## config.mk

```make
export PLATFORM = sky130hd
export DESIGN_NAME = output_neuron_mac
export DESIGN_NICKNAME = d
export VERILOG_FILES = /design/src/rtl/output_neuron_mac.sv
export SDC_FILE = /design/constraint.sdc
export NUM_CORES = 1
export LEC_CHECK = 0
export BUFFER_PORTS_ARGS = -buffer_cell sky130_fd_sc_hd__buf_4
export CAP_MARGIN = 30
export CORE_ASPECT_RATIO = 1.4
export CORE_MARGIN = 5
export CORE_UTILIZATION = 40
export CTS_CLUSTER_DIAMETER = 80
export DETAILED_ROUTE_END_ITERATION = 10
export SYNTH_ARGS = -nofsm -noshare
export SYNTH_HDL_FRONTEND = slang
export SYNTH_SLANG_ARGS = --single-unit
```

## constraint.sdc

```tcl
create_clock -name clk_i -period 19.35 [get_ports clk_i]
set_input_delay 3.87 -clock clk_i [delete_from_list [all_inputs] [get_ports clk_i]]
set_output_delay 3.87 -clock clk_i [all_outputs]
set_load 0.05 [all_outputs]
```

## src/rtl/output_neuron_mac.sv

```systemverilog
// Output-layer neuron: serial multiply-accumulate over NUM_HIDDEN hidden activations,
// then bias add, ReLU and saturation to unsigned Q3.7, presented on a valid/ready port
// together with a threshold "fire" flag.
module output_neuron_mac #(
  parameter int         NUM_HIDDEN = 4,
  parameter logic [9:0] THRESH     = 10'd64
) (
  input  logic                      clk_i,
  input  logic                      rst_i,
  input  logic                      start_i,
  input  logic                      hidden_valid_i,
  output logic                      hidden_ready_o,
  input  logic [9:0]                hidden_i,
  input  logic [8*NUM_HIDDEN-1:0]   weights_i,
  input  logic [7:0]                bias_i,
  output logic                      out_valid_o,
  input  logic                      out_ready_i,
  output logic [9:0]                neuron_o,
  output logic                      fire_o,
  output logic                      busy_o
);

  localparam int IDX_W = $clog2(NUM_HIDDEN);
  localparam int ACC_W = 19 + $clog2(NUM_HIDDEN) + 1;
  localparam int SUM_W = ACC_W + 1;
  localparam logic [IDX_W-1:0] LAST_IDX = IDX_W'(NUM_HIDDEN - 1);

  typedef enum logic [1:0] {
    S_IDLE   = 2'd0,
    S_ACCUM  = 2'd1,
    S_FINISH = 2'd2,
    S_DONE   = 2'd3
  } state_t;

  // ReLU then drop the 7 fractional Q4.14 bits and clamp to the 10-bit Q3.7 range.
  function automatic logic [9:0] relu_sat(input logic signed [SUM_W-1:0] s);
    logic signed [SUM_W-1:0] sh;
    sh = s >>> 7;
    if (s[SUM_W-1] || (s == '0))
      relu_sat = 10'd0;
    else if (|sh[SUM_W-1:10])
      relu_sat = 10'h3FF;
    else
      relu_sat = sh[9:0];
  endfunction

  state_t                   state_q, state_d;
  logic [IDX_W-1:0]         idx_q, idx_d;
  logic signed [ACC_W-1:0]  acc_q, acc_d;
  logic [9:0]               neuron_q, neuron_d;
  logic                     fire_q, fire_d;
  logic                     out_valid_q, out_valid_d;

  logic [7:0]               wgt_sel;
  logic signed [18:0]       hid_x;
  logic signed [18:0]       wgt_x;
  logic signed [18:0]       prod;
  logic signed [ACC_W-1:0]  prod_ext;
  logic signed [SUM_W-1:0]  acc_ext;
  logic signed [SUM_W-1:0]  bias_ext;
  logic signed [SUM_W-1:0]  sum;

  // Product of the current activation (zero-extended) and its signed weight, plus the biased sum.
  always_comb begin
    wgt_sel  = weights_i[{idx_q, 3'b000} +: 8];
    hid_x    = {9'b0, hidden_i};
    wgt_x    = {{11{wgt_sel[7]}}, wgt_sel};
    prod     = hid_x * wgt_x;
    prod_ext = {{(ACC_W-19){prod[18]}}, prod};
    acc_ext  = {acc_q[ACC_W-1], acc_q};
    bias_ext = {{(SUM_W-15){bias_i[7]}}, bias_i, 7'b0};
    sum      = acc_ext + bias_ext;
  end

  // Next-state and datapath updates for the IDLE -> ACCUM -> FINISH -> DONE sequence.
  always_comb begin
    state_d     = state_q;
    idx_d       = idx_q;
    acc_d       = acc_q;
    neuron_d    = neuron_q;
    fire_d      = fire_q;
    out_valid_d = out_valid_q;
    case (state_q)
      S_IDLE: begin
        if (start_i) begin
          acc_d   = '0;
          idx_d   = '0;
          state_d = S_ACCUM;
        end
      end
      S_ACCUM: begin
        if (hidden_valid_i) begin
          acc_d = acc_q + prod_ext;
          idx_d = idx_q + IDX_W'(1);
          if (idx_q == LAST_IDX)
            state_d = S_FINISH;
        end
      end
      S_FINISH: begin
        neuron_d    = relu_sat(sum);
        fire_d      = (neuron_d >= THRESH);
        out_valid_d = 1'b1;
        state_d     = S_DONE;
      end
      S_DONE: begin
        if (out_ready_i) begin
          out_valid_d = 1'b0;
          state_d     = S_IDLE;
        end
      end
      default: state_d = S_IDLE;
    endcase
  end

  // State and result registers; reset aborts any inference and clears every output.
  always_ff @(posedge clk_i) begin
    if (rst_i) begin
      state_q     <= S_IDLE;
      idx_q       <= '0;
      acc_q       <= '0;
      neuron_q    <= '0;
      fire_q      <= 1'b0;
      out_valid_q <= 1'b0;
    end else begin
      state_q     <= state_d;
      idx_q       <= idx_d;
      acc_q       <= acc_d;
      neuron_q    <= neuron_d;
      fire_q      <= fire_d;
      out_valid_q <= out_valid_d;
    end
  end

  assign hidden_ready_o = (state_q == S_ACCUM);
  assign busy_o         = (state_q != S_IDLE);
  assign out_valid_o    = out_valid_q;
  assign neuron_o       = neuron_q;
  assign fire_o         = fire_q;

endmodule

```

# == After elaboration in Yosys (flattened, before gate mapping) ==
# Cells that the tools add are included.
# totals
elab_cells,46
in_bits,55
register_bits,38
output_inout_bits,14
# classes
n_shift,1
mul,1
n_addsub,3
reduce_logical,10
mux,16
eq_ne,8
order_cmp,1
# op_table
cell,n
two-way mux 22 bit,2
one-hot mux 22 bit (2 select lines),1
indexed part select 32 x 6 -> 8 bit,1
two-way mux 10 bit,3
adder 22 x 15 -> 23 bit,1
zero test 23 bit,1
adder 22 x 19 -> 22 bit,1
multiplier 11 x 8 -> 19 bit,1
two-way mux 2 bit,6
">= comparator 10 x 7 -> 1 bit, second input constant",1
one-hot mux 2 bit (4 select lines),1
"equality test 2 bit, second input constant",3
"inequality test 2 bit, second input constant",3
nonzero test 2 bit,3
OR reduction 6 bit,1
one-hot mux 2 bit (2 select lines),1
AND reduction 4 bit,1
AND reduction 3 bit,1
"adder 2 x 1 -> 2 bit, second input constant",1
"equality test 2 x 1 -> 1 bit, second input constant",1
zero test 2 bit,1
"inequality test 2 x 1 -> 1 bit, second input constant",1
one-hot mux 1 bit (2 select lines),1
AND reduction 2 bit,1
2 further kinds,2

# == Logic depth before layout (Yosys ltp) ==
# logic_depth
word_depth,6
ltp_mapped,22
ltp_nobuf,21

# == Worst setup path after synthesis ==
# Ideal clock, no wire load.
# synth_timing
path_type,in2reg
startpoint,in weights_i[23]
endpoint,reg acc_q[18]
t_required_ps,19288
arrival_ps,9195
path_buffers,0
setup_time_ps,62
cell_stages,18
path_slack_ps,10093
path_cell_list,mux2_2 o21ai_1 inv_1 nand2b_1 fa_1 fa_1 inv_1 fa_1 fa_1 fa_1 ha_1 o21a_1 o31ai_1 a211o_1 a31oi_1 a21oi_1 or4b_2 nand3_1
# synth_between
elab_chain_len,5
# synth_rtl
item,line,text
"start, declared",14,"input logic [8*NUM_HIDDEN-1:0] weights_i,"
indexed part select 32 x 6 -> 8 bit,65,"wgt_sel = weights_i[{idx_q, 3'b000} +: 8];"
multiplier 11 x 8 -> 19 bit,68,prod = hid_x * wgt_x;
adder 22 x 19 -> 22 bit,93,acc_d = acc_q + prod_ext;
two-way mux 22 bit,92,if (hidden_valid_i) begin
one-hot mux 22 bit (2 select lines),83,case (state_q)
"end signal, assigned",120,acc_q <= '0;
"end signal, assigned",127,acc_q <= acc_d;
"end, declared",49,"logic signed [ACC_W-1:0] acc_q, acc_d;"
# Every way passes these cells. The select of a mux whose other input is x is not followed.
# A chain may end at the register's enable or synchronous reset.

# == Worst setup path in the final report ==
# Same ends and word-level chain as after synthesis.

==> metrics <==
outcome=finished clean; arrival time worst endpoint=10.06 ns; capturing element type of the critical path=register; CTS tree=yes; path length in cells of the critical path=19; input/output buffers=68; clock-pin slew on the worst setup and hold paths=0.06 ns; Critical Path Most Common Cell=fa_1; Final min period=9.84 ns; CTS sink count=38; # Post-CTS Setup Buffers=0; xor and xnor area share after synthesis=3.07%; Clock Root Buffer=clkbuf_16; finished layout cell area=0.00684 sq mm; Vert. Die Dim=155 um; WP buf/inv=3; CP peak stage delay=0.62 ns; clock latency on the worst-skew pair=0.28 ns; Mapped Cells=675; post-synthesis simple-gate area fraction=19.8%; most area-hungry cell type in the Yosys netlist=fa_1; via/cell ratio=5.36; count of cell types in the netlist=69; Die ar.=0.0175 sq mm; drt drc=0; Post-synth ARST share=0%; CTS Buf Count=5; 1st-pass router iterations=4; crit start category=primary input; post-CTS resize count=0; Hold/Removal Path Class=register to register; Synth Area in Compound Gates=13.7%; clock buffer depth=2; post-route ant nets=0; average size of a mapped cell=8.87 sq um; largest net degree at the start of global routing=25; layout cells sized above 1=14.1%; Synth Cell Area=0.00598 sq mm; first-pass GRT wire length=25,600 um; Final Max Slew Viols=0; CP max-delay cell=or4b_2; Synth Area in Adders=40.2%; GRT Overall Usage=17.9%; Final Cycle Share=50.9%; Final Hold Fails=0; initial antenna violation count=0; Routed WL per cell=16.3 um; core area=0.0149 sq mm; ys flop type=dfxtp_1; final setup violation count=0; fin nets=945; Area Overhead vs Synth=14.4%; dpl hpwl=13,000 um; Max Cap Viol=0; CP Cell Sequence=buf_4 -> mux2_2 -> o21ai_1 -> inv_1 -> nand2b_1 -> fa_1 -> fa_1 -> inv_1 -> fa_1 -> fa_1 -> fa_1 -> ha_1 -> o21a_1 -> o31ai_1 -> a211o_1 -> a31oi_1 -> a21oi_1 -> or4b_2 -> nand3_1; hold path cells=2; multiplexer area fraction after synthesis=3.68%; Top Ports=69; synth top area cells=fa_1 (22%), ha_1 (18%), dfxtp_1 (13%), inv_1 (5.8%), nand2_1 (4.3%); delay-heaviest family, CP=adder cells; Iter 0 DRT Violations=248; # H-tree levels=2; vias in the first global route=5,320; worst setup path class=primary input to register; Post-CTS Hold Buffers=0; Synth warnings=0; initial core utilization=40.3%; CP required=19.57 ns; Worst Max-Slew Pin Slew=0.811 ns; syn nets=882; RSZ-0062 raised after global routing=false; Post-synth EDFFs=0; worst reg2reg path depth=18; Synth top area share=22.4%; largest family of logic cells by synthesized area=adder cells; crit-path max FO=9; Vias=4,982; Setup Skew=0.00510 ns; sequential share of the synthesized area=12.7%; Die Wd=113 um; FMAX=102 MHz; flops & latches, synth=38; Placed Area=0.00668 sq mm; Max-slew headroom=45.5%; gr ovfl total=0; n_diodes=0; final setup TNS=0 ns; Core Rows=53; final wirelength=15,200 um; Routability Congestion=0.852
==> through the flow <==
| step | cells | setup WS (ns) | utilization [%] | hold slack [ns] |
|---|---|---|---|---|
| 2_1_floorplan | 675 | 10.09 | - | 0.451 |
| 3_3_place_gp | 923 | 9.27 | 44.9 | 0.445 |
| 3_5_place_dp | 923 | 9.17 | 44.9 | 0.445 |
| 4_1_cts | 930 | 9.45 | 46.1 | 0.468 |
| 5_1_grt | 930 | 9.12 | 46.1 | 0.496 |
| 6_report | 930 | 9.51 | 46.1 | 0.467 |
==> worst paths after layout <==
kind                  from     endpoint  slack, ns
min reg2reg    neuron_o[4]  neuron_o[4]       0.47
max          weights_i[23]    acc_q[18]       9.51
min            neuron_o[4]  neuron_o[4]       0.47
max reg2reg       idx_q[1]    acc_q[18]      12.47
==> cell usage after synthesis (3+ instances only) <==
master,number
nand2_1,68
o21a_1,7
a31o_2,3
xor2_1,8
nand4_1,5
dfxtp_1,38
a21oi_1,26
nor2b_1,6
nand3b_1,5
a211oi_1,4
and2_1,37
a22oi_1,13
nand2b_1,7
o211ai_1,5
clkbuf_1,9
nor2_1,46
ha_1,85
a21o_1,4
o31ai_1,12
o21ai_0,17
nor3_1,8
xnor2_1,13
nor4_1,11
mux2i_1,4
nand3_1,9
or3_1,5
inv_1,92
mux4_2,7
or2_2,4
fa_1,67
==> cells in the final DEF (no fill, tap or decap), types with 3 or more instances in the layout <==
cell type / count
inv_1: 92
ha_1: 85
buf_4: 69
nand2_1: 68
fa_1: 67
nor2_1: 46
dfxtp_1: 38
and2_1: 37
a21oi_1: 26
o21ai_0: 17
a22oi_1: 13
xnor2_1: 13
o31ai_1: 12
nor4_1: 11
nand3_1: 9
nor3_1: 8
xor2_1: 8
mux4_2: 7
nand2b_1: 7
o21a_1: 7
nor2b_1: 6
nand4_1: 5
nand3b_1: 5
o211ai_1: 5
or3_1: 5
clkbuf_16: 5
mux2i_1: 4
a21o_1: 4
or2_2: 4
a211oi_1: 4
a31o_2: 3
==> routing by layer <==
| metal | track usage (%) | share of wire [%] | vias to the layer above | wire (um) |
|---|---|---|---|---|
| li1 | - | - | 2441 | - |
| met1 | 21.1 | 41 | 2409 | 6240 |
| met2 | 33.8 | 54 | 101 | 8200 |
| met3 | 1.25 | 2.4 | 31 | 366 |
| met4 | 6.24 | 2.4 | 0 | 363 |
| met5 | 0 | 0 | - | 0 |
==> worst reg2reg max path: cells and delay by family, from the launching register on <==
kind                     cells  cell delay (ns)
flip-flops                   1             0.60
multiplexers                 1             0.39
adder cells (fa/ha/maj)      6             2.86
AND/OR/NAND/NOR              3             0.92
AO/OA/AOI/OAI                6             1.54
buffers and inverters        2             0.50
==> final cells by class <==
type,instances,area (sq um)
Sequential cell,38,761
Fill cell,1472,8010
Tap cell,192,240
Clock inverter,1,30.0
Multi-Input combinational cell,532,4810
Timing Repair Buffer,69,518
Inverter,92,345
Clock buffer,6,139
==> kinds of logic after synthesis <==
kind of cell	Yosys count
buffers and inverters	105
AOI/OAI and AO/OA	118
adders and majority gates	152
and+or+nand+nor	228
muxes	13
xor gates and xnor gates	21
DFF	38
==> registers in the layout, indices dropped and copies added (netlist names) <==
register / flops
acc_q: 22
neuron_o: 10
idx_q: 2
state_q: 2
fire_o: 1
out_valid_o: 1
Power is not shown: default switching activity piles up to over one toggle a cycle in this logic, so the estimate is an artifact.
